## src/rtl/register_file_pkg.sv

```systemverilog
// Shared register-file types: architectural depth, default data width,
// controller state encoding and the register address type.
package register_file_pkg;

  localparam int REGISTER_DEPTH = 32;
  localparam int REGISTER_WIDTH = 32;

  typedef enum logic [0:0] {
    CLEAR = 1'b0,
    READY = 1'b1
  } regfile_state_t;

  typedef logic [$clog2(REGISTER_DEPTH)-1:0] reg_addr_t;

endpackage

```

## src/rtl/register_file_read_port.sv

```systemverilog
// One combinational read port: enable/ready gating, x0 reads as zero,
// same-cycle write bypass, otherwise the stored entry.
module register_read_port
  import register_file_pkg::*;
#(
  parameter int WIDTH = REGISTER_WIDTH,
  parameter int DEPTH = REGISTER_DEPTH
) (
  input  logic                            enable,
  input  logic [$clog2(DEPTH)-1:0]        address,
  input  logic                            ready,
  input  logic                            write_enable,
  input  logic [$clog2(DEPTH)-1:0]        write_address,
  input  logic [WIDTH-1:0]                write_data,
  input  logic [DEPTH-1:0][WIDTH-1:0]     mem,
  output logic [WIDTH-1:0]                data
);

  localparam int AW = $clog2(DEPTH);

  // Priority select of the returned read data
  always_comb begin
    data = {WIDTH{1'b0}};
    if (!enable) begin
      data = {WIDTH{1'b0}};
    end else if (!ready) begin
      data = {WIDTH{1'b0}};
    end else if (address == {AW{1'b0}}) begin
      data = {WIDTH{1'b0}};
    end else if (write_enable && (write_address == address)) begin
      data = write_data;
    end else begin
      data = mem[address];
    end
  end

endmodule

```

## src/rtl/register_file.sv

```systemverilog
// Integer register file: two combinational read ports with write bypass,
// one synchronous write port, and a post-reset clear of every entry.
module register_file
  import register_file_pkg::*;
#(
  parameter int WIDTH = REGISTER_WIDTH,
  parameter int DEPTH = REGISTER_DEPTH
) (
  input  logic                     clk,
  input  logic                     rst,
  input  logic                     registerport_read_1_enable,
  input  logic [$clog2(DEPTH)-1:0] registerport_read_1_address,
  output logic [WIDTH-1:0]         registerport_read_1_data,
  input  logic                     registerport_read_2_enable,
  input  logic [$clog2(DEPTH)-1:0] registerport_read_2_address,
  output logic [WIDTH-1:0]         registerport_read_2_data,
  input  logic                     registerport_write_enable,
  input  logic [$clog2(DEPTH)-1:0] registerport_write_address,
  input  logic [WIDTH-1:0]         registerport_write_data,
  output logic                     ready,
  output logic                     write_dropped
);

  localparam int AW = $clog2(DEPTH);
  localparam logic [AW-1:0] LAST_INDEX = AW'(DEPTH - 1);

  regfile_state_t              state_r;
  regfile_state_t              state_next_s;
  logic [AW-1:0]               clear_index_r;
  logic                        ready_r;
  logic                        write_dropped_r;
  logic [DEPTH-1:0][WIDTH-1:0] mem_r;
  logic                        mem_we_s;
  logic [AW-1:0]               mem_waddr_s;
  logic [WIDTH-1:0]            mem_wdata_s;
  logic                        write_drop_s;

  // Controller state register
  always_ff @(posedge clk) begin
    if (rst) begin
      state_r <= CLEAR;
    end else begin
      state_r <= state_next_s;
    end
  end

  // Next state: leave CLEAR once the last entry is being zeroed
  always_comb begin
    state_next_s = state_r;
    case (state_r)
      CLEAR: begin
        if (clear_index_r == LAST_INDEX) begin
          state_next_s = READY;
        end else begin
          state_next_s = CLEAR;
        end
      end
      READY:   state_next_s = READY;
      default: state_next_s = CLEAR;
    endcase
  end

  // Storage write controls: the clear sequencer owns the array until READY
  always_comb begin
    mem_we_s     = 1'b0;
    mem_waddr_s  = clear_index_r;
    mem_wdata_s  = {WIDTH{1'b0}};
    write_drop_s = 1'b0;
    case (state_r)
      CLEAR: begin
        mem_we_s     = 1'b1;
        mem_waddr_s  = clear_index_r;
        mem_wdata_s  = {WIDTH{1'b0}};
        write_drop_s = registerport_write_enable;
      end
      READY: begin
        mem_we_s     = registerport_write_enable &&
                       (registerport_write_address != {AW{1'b0}});
        mem_waddr_s  = registerport_write_address;
        mem_wdata_s  = registerport_write_data;
        write_drop_s = 1'b0;
      end
      default: begin
        mem_we_s     = 1'b0;
        mem_waddr_s  = clear_index_r;
        mem_wdata_s  = {WIDTH{1'b0}};
        write_drop_s = 1'b0;
      end
    endcase
  end

  // Clear index: advances through the array while clearing, holds at the end
  always_ff @(posedge clk) begin
    if (rst) begin
      clear_index_r <= {AW{1'b0}};
    end else if ((state_r == CLEAR) && (clear_index_r != LAST_INDEX)) begin
      clear_index_r <= clear_index_r + AW'(1);
    end else begin
      clear_index_r <= clear_index_r;
    end
  end

  // Registered status outputs
  always_ff @(posedge clk) begin
    if (rst) begin
      ready_r         <= 1'b0;
      write_dropped_r <= 1'b0;
    end else begin
      ready_r         <= (state_next_s == READY);
      write_dropped_r <= write_drop_s;
    end
  end

  // Register array; not reset directly because CLEAR zeroes it
  always_ff @(posedge clk) begin
    if (!rst && mem_we_s) begin
      mem_r[mem_waddr_s] <= mem_wdata_s;
    end
  end

  assign ready         = ready_r;
  assign write_dropped = write_dropped_r;

  register_read_port #(
    .WIDTH(WIDTH),
    .DEPTH(DEPTH)
  ) u_read_port_1 (
    .enable       (registerport_read_1_enable),
    .address      (registerport_read_1_address),
    .ready        (ready_r),
    .write_enable (registerport_write_enable),
    .write_address(registerport_write_address),
    .write_data   (registerport_write_data),
    .mem          (mem_r),
    .data         (registerport_read_1_data)
  );

  register_read_port #(
    .WIDTH(WIDTH),
    .DEPTH(DEPTH)
  ) u_read_port_2 (
    .enable       (registerport_read_2_enable),
    .address      (registerport_read_2_address),
    .ready        (ready_r),
    .write_enable (registerport_write_enable),
    .write_address(registerport_write_address),
    .write_data   (registerport_write_data),
    .mem          (mem_r),
    .data         (registerport_read_2_data)
  );

endmodule

```

## config.mk

```make
export PLATFORM = sky130hd
export DESIGN_NAME = register_file
export DESIGN_NICKNAME = d
export VERILOG_FILES = /design/src/rtl/register_file_pkg.sv /design/src/rtl/register_file_read_port.sv /design/src/rtl/register_file.sv
export SDC_FILE = /design/constraint.sdc
export NUM_CORES = 1
export LEC_CHECK = 0
export BUFFER_PORTS_ARGS = -buffer_cell sky130_fd_sc_hd__buf_2
export CAP_MARGIN = 10
export CORE_MARGIN = 2
export CORE_UTILIZATION = 30
export CTS_CLUSTER_SIZE = 28
export DETAILED_ROUTE_END_ITERATION = 10
export MAX_ROUTING_LAYER = met4
export PLACE_DENSITY_LB_ADDON = 0.2
export SYNTH_ARGS = -nofsm -noshare
export SYNTH_HDL_FRONTEND = slang
export SYNTH_HIERARCHICAL = 1
export SYNTH_SLANG_ARGS = --single-unit
```

## constraint.sdc

```tcl
create_clock -name clk -period 11.25 [get_ports clk]
set_input_delay 1.125 -clock clk [delete_from_list [all_inputs] [get_ports clk]]
set_output_delay 1.125 -clock clk [all_outputs]
set_load 0.02 [all_outputs]
```

---- Yosys cells after proc, flatten, opt, wreduce, memory -nomap -nowiden ----
Cells that the tools add are included.
operators by class
  order comparisons ....................... 4
  add/sub/neg operators ................... 1
  muxes and demuxes ....................... 21
  reductions and logical operators ........ 10
  eq/ne operators ......................... 4
  bitwise logic cells ..................... 1
operators by type and width
  cell                                                        number
  bitwise mux 1024 bit                                        1
  2-to-1 mux 32 bit                                           11
  binary-select mux 32 bit (select 5 bit)                     2
  demux 32 bit (select 5 bit)                                 1
  case mux 32 bit (2 select lines)                            1
  less-than comparator 5 x 6 -> 1 bit, second input constant  3
  equality test 5 bit                                         2
  logical NOT 5 bit                                           2
  case mux 5 bit (2 select lines)                             1
  logical AND 1 bit                                           6
  case mux 1 bit (2 select lines)                             3
  adder 5 x 1 -> 5 bit, second input constant                 1
  equality test 5 bit, second input constant                  1
  >= comparator 5 x 1 -> 1 bit, second input constant         1
  != test 5 bit, second input constant                        1
  nonzero test 5 bit                                          1
  logical NOT 1 bit                                           1
  2-to-1 mux 1 bit                                            1
  NOT 1 bit                                                   1
storage, ports and cells
  output and inout bits ................... 66
  bits in registers ....................... 1031
  logic and storage cells ................. 76
  input port bits ......................... 52

---- Depth between registers and ports, before layout ----
Gate-level depths: netlist of the first run.
  depth in word-level cells ............... 7
  mapped depth ............................ 9
  depth with buffers taken out ............ 6

---- Cells and area by module ----
The synthesis of the first run kept the hierarchy.
modules (own cells, without submodules)
  module              cells each  sequential area each (um2)  instances  area an instance (um2)
  register_file       1154        30889.6                     1          31750.5
  register_read_port  958         0.0                         2          8714.6

---- Worst setup path before layout of the first run ----
OpenSTA, ideal clock, no wires.
  kind .................................... in2reg
  start ................................... in rst
  end ..................................... reg mem_r[256] in the netlist's numbering, enable pin
  library setup time ...................... 461 ps
  arrival ................................. 4011 ps
  path slack .............................. 6778 ps
  stages on the path ...................... 5
  path through ............................ buf_4 > and4bb_2 > nor2_2 > buf_6 > nor3_1
between the ends
  longest elaborated chain between the ends .. 2
ends and longest elaborated chain
  element                        line                  source
  start, declared                register_file.sv:10   input logic rst,
  logical NOT 1 bit              register_file.sv:116  if (!rst && mem_we_s) begin
  logical AND 1 bit              register_file.sv:116
  end signal, assigned by index  register_file.sv:117  mem_r[mem_waddr_s] <= mem_wdata_s;
  end, declared                  register_file.sv:32   logic [DEPTH-1:0][WIDTH-1:0] mem_r;
No other way between the ends.
A chain may end at the register's enable or synchronous reset.

---- Final worst setup path of the first run ----
  start ................................... in registerport_read_2_address[1]
  end ..................................... out registerport_read_2_data[31]
between the ends
  longest elaborated chain between the ends .. 6
ends and longest elaborated chain
  element                                                                         line                                                          source
  start, declared                                                                 register_file.sv:15                                           input logic [$clog2(DEPTH)-1:0] registerport_read_2_address,
  binary-select mux 32 bit (select 5 bit) or equality test 5 bit (tied branches)  register_file_read_port.sv:33, register_file_read_port.sv:30
  2-to-1 mux 32 bit (not written as such) or logical AND 1 bit (tied branches)    register_file_read_port.sv:33, register_file_read_port.sv:30
  2-to-1 mux 32 bit                                                               register_file_read_port.sv:30                                 end else if (write_enable && (write_address == address)) begin
  2-to-1 mux 32 bit *                                                             register_file_read_port.sv:28                                 end else if (address == {AW{1'b0}}) begin
  2-to-1 mux 32 bit *                                                             register_file_read_port.sv:26                                 end else if (!ready) begin
  2-to-1 mux 32 bit *                                                             register_file_read_port.sv:24                                 if (!enable) begin
  end, declared                                                                   register_file.sv:16                                           output logic [WIDTH-1:0] registerport_read_2_data,
Mark *: on every way between the ends. The rest lies on a longest branch, timed or not. The select of a mux whose other input is x is not followed.

==> run metrics, run 1 <==
status completed; Placed Instance Area 52310 sq um; Syn Inst Count 3070; TritonRoute pass-1 iters 5; CTS sink count 1031; pin count of the biggest net entering global routing 102; Yosys cell types 54; Post-synth EDFFs 1024; via count 30800; DR DRC count 0; fin crit share 0.5482; Final Critical Period 6.168 ns; grt ovf 0; Post-Syn Area 49180 sq um; # hold bufs at CTS 0; clock-pin slew on the worst setup and hold paths 0.06 ns; DRT Wirelength 171.6 mm; DIE AREA 167200 sq um; root buffer cell clkbuf_16; H-tree levels 3; Worst R2R Path Depth 4; final worst slack 5.082 ns; Die Ht 408.9 um; initial antenna violation count 12; WP data required 10.13 ns; I/O Pins 118; first-iteration detailed-routing DRC count 3196; r2r startpoint ready; Clock Skews 0.04310 ns; fmax 0.1621 GHz; core area 162800 sq um; first-pass GRT wire length 238.6 mm; gpl congestion 0.7823; Worst R2R End mem_r[66]; flops & latches, synth 1031; Die X 408.9 um; pre-CTS setup slack 4.985 ns; CTS tree done; Lkg Pwr 18.12 nW; worst vdd ir 0.0001505 V; Post-CTS Setup Inserts 0; R2R setup slack 7.27 ns; final antenna-violating net count 0; layout net count 3195; Post-synth ARST share 0; critical path capture point type output port; worst slew pin tran 1.318 ns; RSZ-0062 raised after global routing false; Multi-input gate area 17330 sq um; Detailed Place HPWL 95.49 mm; syn avg cell area 16.02 sq um; Top FF cell, synth edfxtp_1; Max-cap violations 0; layout cells sized above 1 0.2345; WS Path Type in2out; Hold Slack 0.5624 ns; DR vias/cell 5.698; Seq/Total Area, Yosys 0.6281; type of origin of the critical path input port; fillers 15500; Port Buffers 117; total track usage 0.2065; FF+latch area 30890 sq um; Final Hold Vio Count 0; setup TNS 0 ns; row count 148; Worst Hold Class reg2reg; vias in the first global route 30520; CTS resizes 0; hold_sp clear_index_r[3]; Synth Net Count 3124; Ys Warns 6; TritonCTS Buffers 109; Worst EP arrival 5.04 ns; finished layout cell area 55970 sq um; worst-path maximum fanout 101; Avg WL per Cell 31.75 um; clock insertion delay at the later pin of the skew report 0.73 ns; CTS max path bufs 3; Max-slew headroom 0.1192; Hold EP clear_index_r[3]; Synth-to-Final Area Change 13.81%; Setup Viol. Count Final 0; hold depth 2; Max Slew Vio Count 0; PwrDens 152.4 nW/um^2; initial core utilization 0.3021
==> worst max path at each step <==
stage	from	endpoint	slack, ns
after global placement	registerport_read_2_address[1]	registerport_read_2_data[31]	4.98
after global routing	registerport_read_2_address[1]	registerport_read_2_data[31]	4.90
after CTS	registerport_read_2_address[1]	registerport_read_2_data[31]	4.97
after floorplan	rst	mem_r[256]	6.78
after detailed placement	registerport_read_2_address[1]	registerport_read_2_data[31]	4.99
final	registerport_read_2_address[1]	registerport_read_2_data[31]	5.08
==> registers in the layout, summed over array words and instances, names as in the netlist <==
register / flops
clear_index_r: 5
mem_r: 1024
ready: 1
write_dropped: 1
==> critical path, stage by stage <==
cell and delay (ns):
buf_8 0.48, buf_12 0.59, buf_12 0.68, and2_2 0.26, buf_4 0.63, a211oi_1 0.22
a221oi_2 0.30, a31oi_1 0.25, buf_2 0.28
==> power breakdown <==
group	internal [W]	switching (W)	total, W
Clock	0.00220	0.00154	0.00374
Sequential	0.00419	0.0000108	0.00420
Combinational	0.000221	0.000374	0.000595
Total	0.00661	0.00192	0.00853
==> per-layer routing <==
layer	GRT usage	part of all wire	up-vias
li1	-	-	12840
met3	0.02290	0.059	253
met5	-	0	-
met4	0.06419	0.030	0
met2	0.3280	0.48	1198
met1	0.2778	0.43	16510
==> stage by stage <==
step                        util  instances  power, W
after CTS                 0.3438       5403  0.008607
final                     0.3439       5406  0.008529
after detailed placement  0.3214       5205  0.004874
after global routing      0.3438       5404  0.008776
after global placement    0.3212       5203  0.004873
after floorplan                -       3070  0.004662
==> kinds of logic after synthesis <==
family	count (synthesis)	synth area share
flip-flops	1031	0.6281
AND/OR/NAND/NOR	393	0.04406
adder cells (fa/ha/maj)	2	0.0005087
multiplexers	802	0.2204
AO/OA/AOI/OAI	583	0.07928
XOR/XNOR	12	0.002137
buffers and inverters	247	0.02554
==> synthesized netlist by cell type (16+ instances only) <==
cell      number  area share
a211oi_1      16      0.0024
a21oi_1      109       0.011
a22o_1        32      0.0057
a31oi_1       79       0.010
and2_1        36      0.0046
and4_1        46      0.0082
buf_2         80      0.0081
buf_4         37      0.0056
clkbuf_1     100      0.0076
edfxtp_1    1024        0.63
mux2_2       106       0.024
mux2i_1      482       0.098
mux4_2       214       0.098
nand2_1      134       0.010
nor2_1        58      0.0044
nor3_1        41      0.0042
nor3b_1       20      0.0031
o21ai_0       98       0.010
o221ai_1      92       0.016
o22ai_1      114       0.015
==> cell usage in the layout (no fill, tap or decap), types with 18 or more instances in the layout <==
cell type  instances
and4_1            46
mux4_2           214
nor3_2            24
a21oi_1          109
clkbuf_16        111
a22o_1            32
o21ai_0           98
o221ai_1          92
and2_1            34
edfxtp_1        1024
buf_2            111
nor3b_1           18
mux2_2           106
a31oi_1           79
o22ai_1          114
buf_4             80
mux2i_1          482
nor2_1            58
clkbuf_1          24
nand2_1          130
==> layout make-up <==
cell class,instances,area share
multi-input combinational,1792,0.3097
inverter,4,0.0002682
sequential,1031,0.5519
tap,2175,0.04862
clock inverter,55,0.01203
timing repair buffer,203,0.02412
clock buffer,143,0.05320
antenna,3,0.0001341
Note: power is estimated with default switching activity, not from simulation.
==> inputs of run 2 (changes only) <==
==> constraint.sdc (replaced) <==
create_clock -name clk -period 6 [get_ports clk]
set_input_delay 0.6 -clock clk [delete_from_list [all_inputs] [get_ports clk]]
set_output_delay 0.6 -clock clk [all_outputs]
set_load 0.02 [all_outputs]
==> run 2 against run 1 <==
Compared with the run above: final area rose by 0.16%; routed wire length fell by 0.30%; critical path depth shrank 3; via count fell by 0.42%; sequential share of layout area fell by 0.086 points; utilization grew 0.054 points; power grew 86%; global-route usage hardly changed; final cell count rose by 0.46%; combinational power increased by 88%; hold slack worse by 0.39 ns; die area did not move.
==> run metrics, run 2 (same netlist as run 1, synthesis figures left out) <==
I/O Pins 118 (unchanged); layout cells sized above 1 0.2382 (+0.003731); CP bufs+invs 3 (-2); worst-path maximum fanout 38 (-62%); fin crit share 0.8419; Worst Hold Class in2reg; Final Critical Period 5.052 ns; Sequential Power Share 0.497 (+0.005); root buffer cell clkbuf_16; most common cell after layout, fill and taps aside edfxtp_1; RSZ-0062 raised after global routing false; fmax 0.1980 GHz; status completed; DRT Wirelength 171.1 mm (-0.30%); first-iteration detailed-routing DRC count 3254 (+1.8%); post-route insts no fill 5431 (+0.46%); CTS sink count 1031 (unchanged); worst vdd ir 0.0002479 V (+65%); Lkg Pwr 18.15 nW (+0.21%); initial antenna violation count 12 (unchanged); biggest regs mem_r x1024, clear_index_r x5; clock-pin slew on the worst setup and hold paths 0.06 ns (about the same); TritonRoute pass-1 iters 8 (+3); worst slew pin tran 1.246 ns (-0.07126 ns); Port Buffers 117 (unchanged); Clock Skews 0.02250 ns (-0.02061 ns); Setup Viol. Count Final 0 (unchanged); Worst EP arrival 4.45 ns (-0.59 ns); critical path capture point type output port; Worst path slowest cell o211a_2; final antenna-violating net count 0 (unchanged); Logic pwr share 0.071 (about the same); DR vias/cell 5.648 (-0.87%); WP data required 5.40 ns (-4.73 ns); gpl congestion 0.8045 (+2.8%); CTS max path bufs 3 (unchanged); CP delay by family, top compound AO/OA/AOI/OAI gates; Synth-to-Final Area Change 13.99%; grt ovf 0 (unchanged); worst-path cell chain buf_4, o211a_2, buf_4, o21ai_0, a31oi_1, buf_2; via count 30670 (-0.42%); DIE AREA 167200 sq um (unchanged); core area 162800 sq um (unchanged); row count 148 (unchanged); WS Path Type reg2out; Max-slew headroom 0.1690 (+0.04980); Net Sw Power 0.003669 W (+91%); Largest Register mem_r; vias in the first global route 30240 (-0.90%); clock insertion delay at the later pin of the skew report 0.75 ns (+0.02 ns); Die Ht 408.9 um (unchanged); type of origin of the critical path flip-flop; H-tree levels 3 (unchanged); share of total power in the clock network 0.432 (-0.006); CTS tree done; Final Hold Vio Count 0 (unchanged); cell mode on critical path buf_4; switching part of the total 0.2317 (+0.006239); Max Slew Vio Count 0 (unchanged); Largest register FFs 1024 (unchanged); commonest cells after routing, fill and taps aside 1024 x edfxtp_1, 482 x mux2i_1, 214 x mux4_2; Post-CTS Setup Inserts 0 (unchanged); CTS resizes 0 (unchanged); Die X 408.9 um (unchanged); setup TNS 0 ns (unchanged); layout net count 3213 (+0.56%); pin count of the biggest net entering global routing 113 (+11%); Cell Int Power 0.01217 W (+84%); initial core utilization 0.3021 (unchanged); first-pass GRT wire length 238.5 mm (about the same); PwrDens 282.5 nW/um^2 (+85%); total track usage 0.2063 (about the same); TritonCTS Buffers 109 (unchanged); Placed Instance Area 52400 sq um (+0.17%); # hold bufs at CTS 0 (unchanged); critical path's largest stage delay 1.04 ns (+0.36 ns); Avg WL per Cell 31.51 um (-0.76%); DR DRC count 0 (unchanged); Max-cap violations 0 (unchanged); placed cells 5220 (+0.29%); finished layout cell area 56060 sq um (+0.16%); fillers 15510 (+0.052%); Detailed Place HPWL 101.8 mm (+6.6%)
## run 2: changes by cell type in the layout (fill, tap and decap cells not counted), moves of 3 or more
cell,previous run,this run
clkbuf_8,8,0
inv_16,0,3
clkinv_1,17,26
buf_4,80,97
clkinvlp_4,1,7
bufinv_16,15,11
inv_6,4,0
clkinv_2,15,19
## run 2: final cells by class
type	instances	area (sq um)	area share
inverters	4	15.01	0.0002678
clock inverters	70	691.9	0.01234
repair buffers	221	1516	0.02705
clock buffers	135	2889	0.05153
flip-flops and latches	1031	30890	0.5511
multi-input cells	1792	17330	0.3091
diodes	3	7.507	0.0001339
well taps	2175	2721	0.04854
## run 2: routing by layer
metal	global-route usage	vias to the layer above	part of all wire
met3	0.02398	232	0.062
li1	-	12880	-
met4	0.05821	0	0.024
met2	0.3210	1188	0.47
met5	-	-	0
met1	0.2849	16380	0.44
## run 2: power groups by stage
stage / logic, W / registers, W / clock network (W)
after detailed placement: 0.00111 / 0.00803 / 0
final: 0.00112 / 0.00787 / 0.00685
after global routing: 0.00116 / 0.00787 / 0.00726
after CTS: 0.00111 / 0.00787 / 0.00699
after floorplan: 0.000720 / 0.00802 / 0
after global placement: 0.00111 / 0.00802 / 0
## run 2: per-stage QoR
| stage | setup WS, ns | util | hold slack (ns) | total power, W |
|---|---|---|---|---|
| CTS | 0.9888 | 0.3439 | 0.1424 | 0.01597 |
| detailed placement | 1.450 | 0.3219 | 0.5508 | 0.009133 |
| floorplan | 2.053 | - | 0.4986 | 0.008742 |
| global placement | 1.420 | 0.3219 | 0.5472 | 0.009136 |
| finish | 0.9484 | 0.3444 | 0.1772 | 0.01584 |
| global route | 1.024 | 0.3444 | 0.1956 | 0.01629 |
## run 2: worst paths after layout
check,from,to,slack [ns],cells after the start
hold reg to reg,clear_index_r[4],clear_index_r[4],0.56,2
setup / recovery,ready,registerport_read_1_data[13],0.95,6
hold / removal,rst,ready,0.18,2
setup reg to reg,ready,mem_r[367],2.87,3
